### config.mk
export PLATFORM = sky130hd
export DESIGN_NAME = pcm_fifo_arbiter_flat
export DESIGN_NICKNAME = d
export VERILOG_FILES = /design/src/rtl/i2s_pkg.sv /design/src/rtl/pcm_fifo_arbiter_if.sv /design/src/rtl/pcm_hold_slot.sv /design/src/rtl/pcm_fifo_arbiter.sv /design/src/flat_wrapper.sv
export SDC_FILE = /design/constraint.sdc
export NUM_CORES = 1
export LEC_CHECK = 0
export ABC_AREA = 1
export BUFFER_PORTS_ARGS = -buffer_cell sky130_fd_sc_hd__buf_4
export CAP_MARGIN = 20
export CORE_MARGIN = 10
export CORE_UTILIZATION = 38
export DETAILED_ROUTE_END_ITERATION = 8
export PLACE_DENSITY = 0.66
export SYNTH_ARGS = -nofsm -noshare
export SYNTH_HDL_FRONTEND = slang
export SYNTH_HIERARCHICAL = 1
export SYNTH_SLANG_ARGS = --single-unit
### constraint.sdc
create_clock -name clk -period 2.3 [get_ports clk]
set_input_delay 0.46 -clock clk [delete_from_list [all_inputs] [get_ports clk]]
set_output_delay 0.46 -clock clk [all_outputs]
set_load 0.05 [all_outputs]
### src/rtl/i2s_pkg.sv
// Shared types and the byte-select helper for the PCM capture path.
// Words up to MAX_SAMPLE_WIDTH bits are supported by the helper.
package i2s_pkg;

    localparam int MAX_SAMPLE_WIDTH = 32;

    typedef enum logic [1:0] {
        IDLE = 2'd0,
        TAG  = 2'd1,
        BYTE = 2'd2
    } arb_state_t;

    typedef enum logic {
        CH_L = 1'b0,
        CH_R = 1'b1
    } ch_t;

    // LSB-first over the kept bytes; two-byte mode keeps only the top 16 bits.
    function automatic logic [7:0] byte_sel(
        input logic [MAX_SAMPLE_WIDTH-1:0] word,
        input int                          idx,
        input int                          bps,
        input int                          sw
    );
        logic [MAX_SAMPLE_WIDTH-1:0] shifted;
        if (bps == 2) begin
            shifted = word >> (sw - 16 + 8 * idx);
        end else begin
            shifted = word >> (8 * idx);
        end
        return shifted[7:0];
    endfunction

endpackage

### src/rtl/pcm_fifo_arbiter_if.sv
// PCM source strobes and capture-FIFO write port bundled for the arbiter.
// master = arbiter side, slave = the receivers/FIFO environment.
interface pcm_fifo_arbiter_if #(
    parameter int SAMPLE_WIDTH = 24
);
    logic [SAMPLE_WIDTH-1:0] pcm_l;
    logic [SAMPLE_WIDTH-1:0] pcm_r;
    logic                    pcm_l_valid;
    logic                    pcm_r_valid;
    logic                    fifo_full;
    logic                    fifo_wr_en;
    logic [7:0]              fifo_wr_data;

    modport master (
        input  pcm_l, pcm_r, pcm_l_valid, pcm_r_valid, fifo_full,
        output fifo_wr_en, fifo_wr_data
    );

    modport slave (
        output pcm_l, pcm_r, pcm_l_valid, pcm_r_valid, fifo_full,
        input  fifo_wr_en, fifo_wr_data
    );
endinterface

### src/rtl/pcm_hold_slot.sv
// One-deep sample hold with pending flag and saturating drop counter.
// A clear coinciding with a new strobe keeps the slot pending with the new word.
module pcm_hold_slot #(
    parameter int SAMPLE_WIDTH = 24,
    parameter int OVR_WIDTH    = 8
) (
    input  logic                    clk,
    input  logic                    rst_n,
    input  logic                    enable,
    input  logic                    valid,
    input  logic [SAMPLE_WIDTH-1:0] pcm,
    input  logic                    clear,
    output logic                    pending,
    output logic [SAMPLE_WIDTH-1:0] word,
    output logic [OVR_WIDTH-1:0]    overrun
);
    logic                    pending_reg, pending_next;
    logic [SAMPLE_WIDTH-1:0] word_reg, word_next;
    logic [OVR_WIDTH-1:0]    ovr_reg, ovr_next;
    logic                    capture;
    logic                    drop;

    always_comb begin
        capture      = valid && enable && (!pending_reg || clear);
        drop         = valid && enable && pending_reg && !clear;
        pending_next = pending_reg;
        word_next    = word_reg;
        ovr_next     = ovr_reg;
        if (clear) begin
            pending_next = 1'b0;
        end
        if (capture) begin
            pending_next = 1'b1;
            word_next    = pcm;
        end
        if (drop && (ovr_reg != {OVR_WIDTH{1'b1}})) begin
            ovr_next = ovr_reg + 1'b1;
        end
    end

    always_ff @(posedge clk) begin
        if (!rst_n) begin
            pending_reg <= 1'b0;
            word_reg    <= '0;
            ovr_reg     <= '0;
        end else begin
            pending_reg <= pending_next;
            word_reg    <= word_next;
            ovr_reg     <= ovr_next;
        end
    end

    assign pending = pending_reg;
    assign word    = word_reg;
    assign overrun = ovr_reg;

endmodule

### src/rtl/pcm_fifo_arbiter.sv
// Round-robin arbiter writing L/R PCM samples as atomic byte bursts into the
// capture FIFO. Define PCM_ARB_TAG_EN to prefix each sample with a header byte.
module pcm_fifo_arbiter
    import i2s_pkg::*;
#(
    parameter int SAMPLE_WIDTH     = 24,
    parameter int BYTES_PER_SAMPLE = 3,
    parameter int OVR_WIDTH        = 8
) (
    input  logic                  clk,
    input  logic                  rst_n,
    input  logic                  enable,
    pcm_fifo_arbiter_if.master    bus,
    output logic                  busy,
    output logic                  grant_ch,
    output logic [OVR_WIDTH-1:0]  overrun_l,
    output logic [OVR_WIDTH-1:0]  overrun_r
);
    localparam logic [1:0] LAST_IDX = 2'(BYTES_PER_SAMPLE - 1);
    localparam logic [1:0] DONE_IDX = 2'(BYTES_PER_SAMPLE);
`ifdef PCM_ARB_TAG_EN
    localparam arb_state_t FIRST_STATE = TAG;
`else
    localparam arb_state_t FIRST_STATE = BYTE;
`endif

    logic [1:0]              slot_valid;
    logic [1:0]              slot_pending;
    logic [1:0]              slot_clear;
    logic [SAMPLE_WIDTH-1:0] slot_pcm  [2];
    logic [SAMPLE_WIDTH-1:0] slot_word [2];
    logic [OVR_WIDTH-1:0]    slot_ovr  [2];

    assign slot_valid  = {bus.pcm_r_valid, bus.pcm_l_valid};
    assign slot_pcm[0] = bus.pcm_l;
    assign slot_pcm[1] = bus.pcm_r;

    genvar gi;
    generate
        for (gi = 0; gi < 2; gi++) begin : g_slot
            pcm_hold_slot #(
                .SAMPLE_WIDTH (SAMPLE_WIDTH),
                .OVR_WIDTH    (OVR_WIDTH)
            ) u_slot (
                .clk     (clk),
                .rst_n   (rst_n),
                .enable  (enable),
                .valid   (slot_valid[gi]),
                .pcm     (slot_pcm[gi]),
                .clear   (slot_clear[gi]),
                .pending (slot_pending[gi]),
                .word    (slot_word[gi]),
                .overrun (slot_ovr[gi])
            );
        end
    endgenerate

    arb_state_t state_reg, state_next;
    logic [1:0] idx_reg, idx_next;
    ch_t        grant_reg, grant_next;
    ch_t        prio_reg, prio_next;
    logic       wr_en_reg, wr_en_next;
    logic [7:0] wr_data_reg, wr_data_next;
`ifdef PCM_ARB_TAG_EN
    logic [1:0][3:0] seq_reg, seq_next;
`endif

    ch_t        grant_sel;
    logic       grant_req;
    logic       issue;
    logic       last_issue;
    logic [7:0] data_byte;
    logic [7:0] tag_byte;

    // The last-served channel loses ties; a lone pending slot always wins.
    always_comb begin
        grant_req = enable && (|slot_pending);
        grant_sel = prio_reg;
        if (slot_pending == 2'b01) begin
            grant_sel = CH_L;
        end else if (slot_pending == 2'b10) begin
            grant_sel = CH_R;
        end
    end

    always_ff @(posedge clk) begin
        if (!rst_n) begin
            state_reg <= IDLE;
        end else begin
            state_reg <= state_next;
        end
    end

    always_comb begin
        state_next = state_reg;
        case (state_reg)
            IDLE:    if (grant_req) state_next = FIRST_STATE;
            TAG:     if (issue) state_next = BYTE;
            BYTE:    if (idx_reg == DONE_IDX) state_next = IDLE;
            default: state_next = IDLE;
        endcase
    end

    // A write never follows a write, so fifo_full always reflects every prior byte.
    always_comb begin
        issue      = !wr_en_reg && !bus.fifo_full &&
                     ((state_reg == TAG) || ((state_reg == BYTE) && (idx_reg != DONE_IDX)));
        last_issue = issue && (state_reg == BYTE) && (idx_reg == LAST_IDX);
        data_byte  = byte_sel(MAX_SAMPLE_WIDTH'(slot_word[grant_reg]), int'(idx_reg),
                              BYTES_PER_SAMPLE, SAMPLE_WIDTH);
`ifdef PCM_ARB_TAG_EN
        tag_byte   = {grant_reg, 3'b000, seq_reg[grant_reg]};
        seq_next   = seq_reg;
        if (last_issue) begin
            seq_next[grant_reg] = seq_reg[grant_reg] + 4'd1;
        end
`else
        tag_byte   = 8'h00;
`endif
        wr_en_next   = issue;
        wr_data_next = wr_data_reg;
        if (issue) begin
            wr_data_next = (state_reg == TAG) ? tag_byte : data_byte;
        end
        idx_next   = idx_reg;
        grant_next = grant_reg;
        prio_next  = prio_reg;
        if ((state_reg == IDLE) && grant_req) begin
            grant_next = grant_sel;
            prio_next  = (grant_sel == CH_L) ? CH_R : CH_L;
            idx_next   = 2'd0;
        end
        if (issue && (state_reg == BYTE)) begin
            idx_next = idx_reg + 2'd1;
        end
        slot_clear = 2'b00;
        if (last_issue) begin
            slot_clear[grant_reg] = 1'b1;
        end
    end

    always_ff @(posedge clk) begin
        if (!rst_n) begin
            idx_reg     <= 2'd0;
            grant_reg   <= CH_L;
            prio_reg    <= CH_L;
            wr_en_reg   <= 1'b0;
            wr_data_reg <= 8'h00;
`ifdef PCM_ARB_TAG_EN
            seq_reg     <= '0;
`endif
        end else begin
            idx_reg     <= idx_next;
            grant_reg   <= grant_next;
            prio_reg    <= prio_next;
            wr_en_reg   <= wr_en_next;
            wr_data_reg <= wr_data_next;
`ifdef PCM_ARB_TAG_EN
            seq_reg     <= seq_next;
`endif
        end
    end

    assign bus.fifo_wr_en   = wr_en_reg;
    assign bus.fifo_wr_data = wr_data_reg;
    assign busy             = (state_reg != IDLE);
    assign grant_ch         = grant_reg;
    assign overrun_l        = slot_ovr[0];
    assign overrun_r        = slot_ovr[1];

endmodule

### src/flat_wrapper.sv
// flat-port wrapper written by rule: the top's interface ports become plain ports
module pcm_fifo_arbiter_flat import i2s_pkg::*;
#(
    parameter int SAMPLE_WIDTH     = 24,
    parameter int BYTES_PER_SAMPLE = 3,
    parameter int OVR_WIDTH        = 8
)
  (clk, rst_n, enable, busy, grant_ch, overrun_l, overrun_r, bus_pcm_l, bus_pcm_r, bus_pcm_l_valid, bus_pcm_r_valid, bus_fifo_full, bus_fifo_wr_en, bus_fifo_wr_data);
  pcm_fifo_arbiter_if #(.SAMPLE_WIDTH(SAMPLE_WIDTH)) bus_i ();
  input  logic clk;
  input  logic rst_n;
  input  logic enable;
  output logic busy;
  output logic grant_ch;
  output logic [OVR_WIDTH-1:0] overrun_l;
  output logic [OVR_WIDTH-1:0] overrun_r;
  input wire logic [$bits(bus_i.pcm_l)-1:0] bus_pcm_l;
  input wire logic [$bits(bus_i.pcm_r)-1:0] bus_pcm_r;
  input wire logic [$bits(bus_i.pcm_l_valid)-1:0] bus_pcm_l_valid;
  input wire logic [$bits(bus_i.pcm_r_valid)-1:0] bus_pcm_r_valid;
  input wire logic [$bits(bus_i.fifo_full)-1:0] bus_fifo_full;
  output wire logic [$bits(bus_i.fifo_wr_en)-1:0] bus_fifo_wr_en;
  output wire logic [$bits(bus_i.fifo_wr_data)-1:0] bus_fifo_wr_data;
  assign bus_i.pcm_l = bus_pcm_l;
  assign bus_i.pcm_r = bus_pcm_r;
  assign bus_i.pcm_l_valid = bus_pcm_l_valid;
  assign bus_i.pcm_r_valid = bus_pcm_r_valid;
  assign bus_i.fifo_full = bus_fifo_full;
  assign bus_fifo_wr_en = bus_i.fifo_wr_en;
  assign bus_fifo_wr_data = bus_i.fifo_wr_data;
  pcm_fifo_arbiter #(.SAMPLE_WIDTH(SAMPLE_WIDTH), .BYTES_PER_SAMPLE(BYTES_PER_SAMPLE), .OVR_WIDTH(OVR_WIDTH)) u_core (.clk(clk), .rst_n(rst_n), .enable(enable), .bus(bus_i), .busy(busy), .grant_ch(grant_ch), .overrun_l(overrun_l), .overrun_r(overrun_r));
endmodule
==> After elaboration in Yosys (flattened, before gate mapping) <==
Index checks and enable logic that the tools add are counted.
{ "word_totals": {"ff_bits": 81, "elab_cells": 86, "out_inout_bits": 27, "in_bits": 54} }
{ "op_classes": {"add_sub_neg": 3, "n_mux": 20, "shift": 1, "n_bitwise": 1, "n_lt_le_gt_ge": 3, "eq_ne": 12, "reduce_logical": 34} }
{ "ops": {"columns": ["op", "n"], "rows": [
  ["$mux W24", 3],
  ["$shr A24 B5 Y8", 1],
  ["$logic_and A1 B1 Y1", 18],
  ["$add A8 B1 Y8 const B", 2],
  ["$ne A8 B8 Y1 const B", 2],
  ["$mux W2", 6],
  ["$eq A2 B2 Y1 const B", 4],
  ["$mux W1", 8],
  ["$mux W8", 1],
  ["$reduce_bool A2 Y1", 4],
  ["$logic_not A1 Y1", 6],
  ["$ne A2 B1 Y1 const B", 3],
  ["$pmux W2 S3", 1],
  ["$eq A2 B1 Y1 const B", 2],
  ["$logic_or A1 B1 Y1", 3],
  ["$reduce_and A3 Y1", 1],
  ["$add A2 B1 Y2 const B", 1],
  ["$ge A2 B2 Y1 const B", 1],
  ["$logic_not A2 Y1", 1],
  ["$lt A1 B2 Y1 const B", 1],
  ["$ne A2 B2 Y1 const B", 1],
  ["$not A1 Y2", 1],
  ["$reduce_or A2 Y1", 1],
  ["$demux W1 S1", 1],
  ["$ge A1 B1 Y1 const B", 1]
]} }

==> Logic depth before layout (Yosys ltp) <==
Gate-level depths: netlist (run 1).
{ "logic_depth": {"depth_word": 10, "ltp_mapped": 13, "ltp_nobuf": 13} }

==> Hierarchy <==
Netlist (run 1), hierarchy kept.
{ "modules_own_cells": {"columns": ["module", "cells_each", "n_inst", "area_each_um2", "seq_area_each_um2"], "rows": [
  ["pcm_hold_slot", 188, 2, 1372.6, 660.6],
  ["pcm_fifo_arbiter", 224, 1, 1243.7, 280.3]
]} }

==> Worst setup path before layout (run 1) <==
No wires, ideal clock.
{ "synth_path": {"path_kind": "reg2reg", "from": "reg u_core.state_reg[1]", "to": "reg u_core.g_slot[0].u_slot.word_reg[0]", "setup_ps": 116, "required_time_ps": 2184, "synth_period_minus_slack_ps": 1985, "t_arrival_ps": 1870, "setup_slack_ps": 315, "path_stages_with_launch": 11, "n_path_buf": 1, "cell_sequence": "dfxtp_1 > nand2_2 > nor2_4 > inv_1 > nor3_1 > nor2_2 > nor2_4 > inv_2 > buf_4 > nor2_1 > nor2_1"} }
{ "synth_between": {"elab_chain_len": 9, "elab_cells_between_ends": 10, "cone_classes": "eq/ne (2); mux (1); reduce/logical (7)"} }
{ "synth_lines": {"columns": ["element", "line", "text"], "rows": [
  ["start: declaration", "pcm_fifo_arbiter.sv:58", "arb_state_t state_reg, state_next;"],
  ["start signal: assignment", "pcm_fifo_arbiter.sv:90", "state_reg <= state_next;"],
  ["$eq A2 B2 Y1", "pcm_fifo_arbiter.sv:107, pcm_fifo_arbiter.sv:108", null],
  ["$logic_and A1 B1 Y1", "pcm_fifo_arbiter.sv:107", "((state_reg == TAG) || ((state_reg == BYTE) && (idx_reg != DONE_IDX)));"],
  ["$logic_or A1 B1 Y1", "pcm_fifo_arbiter.sv:107", null],
  ["$logic_and A1 B1 Y1", "pcm_fifo_arbiter.sv:106", "issue = !wr_en_reg && !bus.fifo_full &&"],
  ["$logic_and A1 B1 Y1 * (2 in a row)", "pcm_fifo_arbiter.sv:108", "last_issue = issue && (state_reg == BYTE) && (idx_reg == LAST_IDX);"],
  ["$mux W2 *", "pcm_fifo_arbiter.sv:137", "if (last_issue) begin"],
  ["net u_core.slot_clear[0]", "pcm_fifo_arbiter.sv:29", "logic [1:0] slot_clear;"],
  ["$logic_or A1 B1 Y1 *", "pcm_hold_slot.sv:24", "capture = valid && enable && (!pending_reg || clear);"],
  ["$logic_and A1 B1 Y1 *", "pcm_hold_slot.sv:24", null],
  ["end signal: assignment", "pcm_hold_slot.sv:48", "word_reg <= word_next;"],
  ["end: declaration", "pcm_hold_slot.sv:18", "logic [SAMPLE_WIDTH-1:0] word_reg, word_next;"]
]} }
Mark *: on every way through the listed nets, which the timed path passes. The rest lies on a longest branch.
A chain may end at the register's enable or synchronous reset.

==> Final worst setup path (run 1) <==
{ "layout_path": {"from": "reg u_core.idx_reg[0]", "to": "reg u_core.g_slot[0].u_slot.word_reg[14]"} }
{ "layout_between": {"elab_chain_len": 9, "elab_cells_between_ends": 10, "cone_classes": "eq/ne (2); mux (1); reduce/logical (7)"} }
{ "layout_lines": {"columns": ["element", "line", "text"], "rows": [
  ["start: declaration", "pcm_fifo_arbiter.sv:59", "logic [1:0] idx_reg, idx_next;"],
  ["start signal: assignment", "pcm_fifo_arbiter.sv:153", "idx_reg <= idx_next;"],
  ["$ne A2 B2 Y1", "pcm_fifo_arbiter.sv:107", null],
  ["$logic_and A1 B1 Y1", "pcm_fifo_arbiter.sv:107", null],
  ["$logic_or A1 B1 Y1", "pcm_fifo_arbiter.sv:107", null],
  ["$logic_and A1 B1 Y1", "pcm_fifo_arbiter.sv:106", null],
  ["$logic_and A1 B1 Y1", "pcm_fifo_arbiter.sv:108", null],
  ["$logic_and A1 B1 Y1 *", "pcm_fifo_arbiter.sv:108", null],
  ["$mux W2 *", "pcm_fifo_arbiter.sv:137", null],
  ["net u_core.slot_clear[0]", "pcm_fifo_arbiter.sv:29", null],
  ["$logic_or A1 B1 Y1 *", "pcm_hold_slot.sv:24", null],
  ["$logic_and A1 B1 Y1 *", "pcm_hold_slot.sv:24", null]
]} }
Marked as above.

==> flow_summary.ini, run 1 <==
[outcome]
run_status = finished, final reports clean

[sta]
final-hold-violation-count = 0
slew-limit-headroom_pct = 55.3
maximum_clock_rate_mhz = 497
timing.final.max_slew_violations = 0
period_minus_slack_ns = 2.01
period_share_pct = 87.5
setup-tns-final_ns = 0
setup_viol_count_final = 0
slew_at_the_pin_with_the_worst_max_slew_slack_ns = 0.671
finalClockSkew_ns = 0.00876
postLayoutSetupSlackWorst_ns = 0.288
rsz0062_at_grt = false

[cells_and_area]
drive_above_1_share_pct = 19.9
design.final.nets = 732
largest_register_ff_count = 48
layout.filler_cells = 1115
area_growth_pct = 22.1
mostFrequentLayoutCell = sky130_fd_sc_hd__nor2_1
layout_common_cells = sky130_fd_sc_hd__nor2_1, sky130_fd_sc_hd__nand2_1, sky130_fd_sc_hd__inv_1, sky130_fd_sc_hd__buf_4, sky130_fd_sc_hd__dfxtp_1
stdcell_count = 815
n_antenna_cell = 0

[global_routing]
initial_antenna_violation_count = 0
grt_pass1_wl_mm = 17.5
grt_max_degree = 78
first_global_vias = 3784
globalRouteTotalUtil_pct = 14.2
global_route.overflow_total = 0

[route]
dr.first_iter.drc_count = 229
detail_route.drc_violations = 0
drtPass1Iterations = 4
via_to_cell_ratio = 4.65
antenna_left = 0
finalWirelength_mm = 10.4
route.detailed.wl_per_inst_um = 12.8
via_count = 3789

[synthesis]
synth_adder_area_share_pct = 1.25
post_synth.cell_area_avg_um2 = 6.65
ys.warnings.count = 6
total_standard_cell_area_after_synthesis_mm2 = 0.00399
xor_xnor_share_of_the_synthesized_area_pct = 0
postSynthRegisterBits = 80
yosysSeqAreaShare_pct = 40.2
synth_compound_area_share_pct = 11.8
synth.mux.area_fraction_pct = 0
post_synth_and_or_nand_nor_area_fraction_pct = 33.9
synth_cells = 600
synth_cell_types = 25
syn_nets = 658
largest_family_of_logic_cells_by_synthesized_area = simple AND/OR/NAND/NOR gates

[run]
max-cap-violations = 0

[hold_path]
worstHoldPathType = in -> reg
holdCritStartpoint = bus_pcm_l[2]

[floorplanning]
core_mm2 = 0.0103
dieArea_mm2 = 0.0150
io_pins = 81
initial_utilization_pct = 38.8
die_w_um = 122
die_y_um = 122
floorplan.rows = 37

[placed_design]
detailedPlace.worstSlack_ns = 0.334
placed_cells = 799
count_of_buffers_inserted_at_the_top_level_ports = 80
hpwl_mm = 7.68
gp_routability_congestion = 0.907

[critical_path]
setup.worst_path.start = u_core/idx_reg[0]
crit_path_start_kind = flop
worst_r2r_startpoint = u_core/idx_reg[0]
path_max_fanout = 24
arrival_time_of_data_at_the_critical_path_endpoint_ns = 2.30
timing_worst_setup_path_type = reg -> reg
worst_setup_path_end_kind = flop
cp.required_ns = 2.59

[clocking]
cts_repair_resize_count = 0
cts_setup_buffers = 0
worstSkewPairLatency_ns = 0.35
cts_root_buf = sky130_fd_sc_hd__clkbuf_8
cts.reportedPaths.clkPinSlew_ns = 0.08
clock-sinks = 80
clock_tree.buffer_depth = 2
htree_num_levels = 3
cts_hold_buffers = 0
cts_buffers = 9
cts_tree = built

[power_and_ir_drop]
switching_share_pct = 26.5
ir_drop_mv = 0.393
power.density_cell_area_mw_per_mm2 = 636
combinationalPowerShare_pct = 14.7
cellInternalPower_w = 0.00227
power.share.sequential_pct = 48.5
power.leakage_nw = 2.35
total_switching_power_w = 0.000822
power_frac_clock_pct = 36.7
==> logic make-up (layout without fill, tap and decap cells) <==
logic type	count (synthesis)	after routing
flip-flops	80	80
adder cells (fa/ha/maj)	4	4
AO/OA/AOI/OAI	85	85
AND/OR/NAND/NOR	310	310
buffers and inverters	121	200
==> metrics by stage <==
stage / total power, W / hold WS, ns / cell area [um^2] / util, %
floorplan: 0.00183 / 0.438 / 3990 / -
global placement: 0.00199 / 0.449 / 4660 / 45.3
detailed placement: 0.00199 / 0.468 / 4660 / 45.3
CTS: 0.00313 / 0.314 / 4870 / 47.4
global route: 0.00326 / 0.320 / 4870 / 47.4
finish: 0.00310 / 0.324 / 4870 / 47.4
==> power by group through the flow <==
| stage | registers [W] | clock network (W) | logic [W] |
|---|---|---|---|
| finish | 0.00150 | 0.00114 | 0.000455 |
| global route | 0.00151 | 0.00124 | 0.000513 |
| CTS | 0.00150 | 0.00116 | 0.000460 |
| detailed placement | 0.00153 | 0 | 0.000457 |
| global placement | 0.00153 | 0 | 0.000454 |
| floorplan | 0.00157 | 0 | 0.000264 |
==> Yosys cell counts <==
master | number | share of area, %
sky130_fd_sc_hd__inv_1 | 94 | 8.8
sky130_fd_sc_hd__nor2_4 | 10 | 2.8
sky130_fd_sc_hd__nand2_4 | 4 | 1.1
sky130_fd_sc_hd__buf_4 | 4 | 0.75
sky130_fd_sc_hd__ha_1 | 4 | 1.3
sky130_fd_sc_hd__inv_4 | 1 | 0.16
sky130_fd_sc_hd__clkbuf_1 | 4 | 0.38
sky130_fd_sc_hd__o21ai_0 | 61 | 7.7
sky130_fd_sc_hd__inv_2 | 3 | 0.28
sky130_fd_sc_hd__nand2_1 | 114 | 11
sky130_fd_sc_hd__o22ai_2 | 1 | 0.31
sky130_fd_sc_hd__nor3_1 | 4 | 0.50
sky130_fd_sc_hd__nand2_2 | 6 | 0.94
sky130_fd_sc_hd__dfxtp_1 | 80 | 40
sky130_fd_sc_hd__clkbuf_2 | 5 | 0.63
sky130_fd_sc_hd__o21ai_1 | 3 | 0.38
sky130_fd_sc_hd__a21oi_2 | 10 | 2.2
sky130_fd_sc_hd__nand4_1 | 2 | 0.31
sky130_fd_sc_hd__buf_2 | 5 | 0.63
sky130_fd_sc_hd__nor2_1 | 125 | 12
sky130_fd_sc_hd__nor2_2 | 2 | 0.31
sky130_fd_sc_hd__nand3_1 | 43 | 5.4
sky130_fd_sc_hd__clkinv_1 | 1 | 0.094
sky130_fd_sc_hd__a21oi_1 | 10 | 1.3
sky130_fd_sc_hd__buf_6 | 4 | 1.1
==> area by class of cell <==
class	instances	area (um^2)	share of cell area, %
well taps	136	170	3.49
clock inverters	3	65.1	1.34
multi-input cells	399	1870	38.5
inverters	99	374	7.68
clock buffers	13	149	3.06
repair buffers	85	638	13.1
flip-flops and latches	80	1600	32.9
==> final timing paths <==
| check | slack, ns | cells past startpoint | endpoint |
|---|---|---|---|
| max reg2reg | 0.29 | 10 | u_core/g_slot[0].u_slot/word[14] |
| min | 0.32 | 3 | u_core/g_slot[0].u_slot/word[2] |
| min reg2reg | 0.47 | 2 | u_core/prio_reg |
| max | 0.29 | 10 | u_core/g_slot[0].u_slot/word[14] |
==> layer usage <==
metal / vias to the layer above / GRT usage (%) / wire (um) / part of all wire [%]
met3: 11 / 3.63 / 529 / 5.1
met2: 78 / 24.4 / 5060 / 48
met5: - / 0 / 0 / 0
met4: 0 / 4.86 / 144 / 1.4
met1: 1718 / 16.9 / 4700 / 45
li1: 1982 / - / - / -
==> worst max-delay path, cell delays in order, from the launching register on <==
cell                       delay, ns
sky130_fd_sc_hd__dfxtp_1        0.34
sky130_fd_sc_hd__buf_4          0.19
sky130_fd_sc_hd__clkinv_1       0.25
sky130_fd_sc_hd__ha_1           0.28
sky130_fd_sc_hd__inv_1          0.06
sky130_fd_sc_hd__nor3_1         0.07
sky130_fd_sc_hd__nor2_2         0.19
sky130_fd_sc_hd__nor2_4         0.05
sky130_fd_sc_hd__inv_2          0.29
sky130_fd_sc_hd__nor2_1         0.10
sky130_fd_sc_hd__nor2_1         0.11
Note: power is estimated with default switching activity, not from simulation.
==> run 2, diff against run 1 <==
--- a/config.mk
+++ b/config.mk
@@ -10,8 +10,8 @@
 export CAP_MARGIN = 20
 export CORE_MARGIN = 10
 export CORE_UTILIZATION = 38
+export CTS_BUF_LIST = sky130_fd_sc_hd__clkbuf_4 sky130_fd_sc_hd__clkbuf_8 sky130_fd_sc_hd__clkbuf_16
 export DETAILED_ROUTE_END_ITERATION = 8
-export PLACE_DENSITY = 0.66
 export SYNTH_ARGS = -nofsm -noshare
 export SYNTH_HDL_FRONTEND = slang
 export SYNTH_HIERARCHICAL = 1
==> constraint.sdc (replaced) <==
create_clock -name clk -period 2 [get_ports clk]
set_input_delay 0.4 -clock clk [delete_from_list [all_inputs] [get_ports clk]]
set_output_delay 0.4 -clock clk [all_outputs]
set_load 0.05 [all_outputs]
==> flow_summary.ini, run 2 (synthesized netlist as in run 1, its figures left out) <==
[outcome]
run_status = finished, final reports clean

[route]
route.detailed.wl_per_inst_um = 12.5
dr.first_iter.drc_count = 212
detail_route.drc_violations = 0
via_count = 3747
antenna_left = 0
finalWirelength_mm = 10.2
via_to_cell_ratio = 4.60
drtPass1Iterations = 4

[floorplanning]
io_pins = 81
initial_utilization_pct = 38.8
core_mm2 = 0.0103
dieArea_mm2 = 0.0150
floorplan.rows = 37
die_w_um = 122
die_y_um = 122

[sta]
slew_at_the_pin_with_the_worst_max_slew_slack_ns = 0.663
postLayoutSetupSlackWorst_ns = 0.199
maximum_clock_rate_mhz = 555
timing.final.max_slew_violations = 0
final-hold-violation-count = 0
rsz0062_at_grt = true
period_minus_slack_ns = 1.80
period_share_pct = 90.1
slew-limit-headroom_pct = 55.8
setup_viol_count_final = 0
finalClockSkew_ns = 0.00813

[cells_and_area]
fin_area_mm2 = 0.00488
layout_common_cells = sky130_fd_sc_hd__nor2_1, sky130_fd_sc_hd__nand2_1, sky130_fd_sc_hd__inv_1, sky130_fd_sc_hd__buf_4, sky130_fd_sc_hd__dfxtp_1
stdcell_count = 815
n_antenna_cell = 0
mostFrequentLayoutCell = sky130_fd_sc_hd__nor2_1
design.final.nets = 734
largest_register_ff_count = 48
layout.filler_cells = 1149
final_core_utilization_pct = 47.5
area_growth_pct = 22.4
drive_above_1_share_pct = 20.6

[critical_path]
arrival_time_of_data_at_the_critical_path_endpoint_ns = 2.04
crit_path_start_kind = flop
cp.required_ns = 2.24
critical_path_slowest_stage_cell = sky130_fd_sc_hd__dfxtp_1
timing.critical_path.slowest_cell_delay_ns = 0.34
worst_r2r_startpoint = u_core/idx_reg[0]
path_delay_family = buffers and inverters
timing_worst_setup_path_type = reg -> reg
timing.critical_path.cells = buf_4 > clkinv_1 > ha_1 > inv_1 > nor3_2 > nor2_2 > nor2_4 > buf_4 > o21ai_0 > nor2_1
setup.reg_to_reg.worst_slack_ns = 0.20
worst_setup_path_end_kind = flop
cp_common_cell = sky130_fd_sc_hd__buf_4
critical_path.n_buffers_inverters = 4
rr_endpoint = u_core/g_slot[0].u_slot/word[10]
r2r.worst_path.cells = 10
path_max_fanout = 24

[global_routing]
met1_usage_pct = 16.0
globalRouteTotalUtil_pct = 13.8
initial_antenna_violation_count = 0
gr-usage-met2_pct = 24.5
global_route.overflow_total = 0
global_route.usage.met3_pct = 2.75
grt_max_degree = 78
grt_pass1_wl_mm = 16.9
first_global_vias = 3749
grt-busiest-layer = met2

[placed_design]
detailedPlace.worstSlack_ns = 0.119
placed_cells = 801
placedInstanceArea_mm2 = 0.00467
count_of_buffers_inserted_at_the_top_level_ports = 80
gp_routability_congestion = 0.798
hpwl_mm = 7.55

[clocking]
worstSkewPairLatency_ns = 0.35
clock-sinks = 80
cts_root_buf = sky130_fd_sc_hd__clkbuf_8
cts_buffers = 9
cts_hold_buffers = 0
htree_num_levels = 3
cts.reportedPaths.clkPinSlew_ns = 0.08
clock_tree.buffer_depth = 2
cts_tree = built

[hold_path]
worstHoldPathType = in -> reg
hold_path_depth = 3
holdCritStartpoint = bus_pcm_r[8]
hold_path_end = u_core/g_slot[1].u_slot/word[8]

[power_and_ir_drop]
power.leakage_nw = 2.35
power.density_cell_area_mw_per_mm2 = 707
report.power.total_w = 0.00345
ir_drop_mv = 0.310

[run]
max-cap-violations = 0
## run 2: worst max path at each step
| stage | to | from | slack [ns] | depth (start not counted) |
|---|---|---|---|---|
| after floorplan | u_core/g_slot[0].u_slot/word[0] | u_core/state_reg[1] | 0.01 | 10 |
| after global placement | u_core/g_slot[0].u_slot/word[10] | u_core/idx_reg[1] | 0.16 | 11 |
| after detailed placement | u_core/g_slot[0].u_slot/word[5] | u_core/idx_reg[1] | 0.12 | 11 |
| after CTS | u_core/g_slot[1].u_slot/word[4] | u_core/idx_reg[1] | 0.11 | 11 |
| after global routing | u_core/g_slot[0].u_slot/word[19] | u_core/idx_reg[0] | -0.003 | 10 |
| final | u_core/g_slot[0].u_slot/word[10] | u_core/idx_reg[0] | 0.20 | 10 |
## run 2: worst register-to-register path, cell delays in order (launching register included)
cell and delay [ns]:
sky130_fd_sc_hd__dfxtp_1 0.34, sky130_fd_sc_hd__buf_4 0.20, sky130_fd_sc_hd__clkinv_1 0.11, sky130_fd_sc_hd__ha_1 0.20, sky130_fd_sc_hd__inv_1 0.09, sky130_fd_sc_hd__nor3_2 0.06, sky130_fd_sc_hd__nor2_2 0.18, sky130_fd_sc_hd__nor2_4 0.05
sky130_fd_sc_hd__buf_4 0.20, sky130_fd_sc_hd__o21ai_0 0.20, sky130_fd_sc_hd__nor2_1 0.05
## run 2: area by class of cell
class / count / area (um^2) / share of cell area (%)
Sequential cell: 80 / 1600 / 32.8
Inverter: 99 / 377 / 7.71
Clock inverter: 3 / 42.5 / 0.871
Clock buffer: 11 / 151 / 3.10
Multi-Input combinational cell: 399 / 1880 / 38.6
Tap cell: 136 / 170 / 3.49
Timing Repair Buffer: 87 / 657 / 13.5
## run 2: what timing repair did
action | CTS | global route
endpoints found under the setup margin | 0 | 47
resized for setup | 0 | 5
buffers inserted | 0 | 0
## run 2: routing by layer
layer  routed length (um)  share of wire, %
met1                 4450                44
met5                    0                 0
met2                 5220                51
met4                  121               1.2
met3                  424               4.2
## run 2: report_power, final
group	switching, W	leakage, nW	internal (W)
Clock	0.000569	0.0973	0.000630
Sequential	0.0000489	0.655	0.00168
Combinational	0.000320	1.60	0.000202
Total	0.000939	2.35	0.00251
## run 2: stage by stage
step                      TNS (ns)  hold WS [ns]
after global placement           0         0.453
after CTS                        0         0.251
after detailed placement         0         0.461
final                            0         0.268
after floorplan                  0         0.438
after global routing      -0.00253         0.267
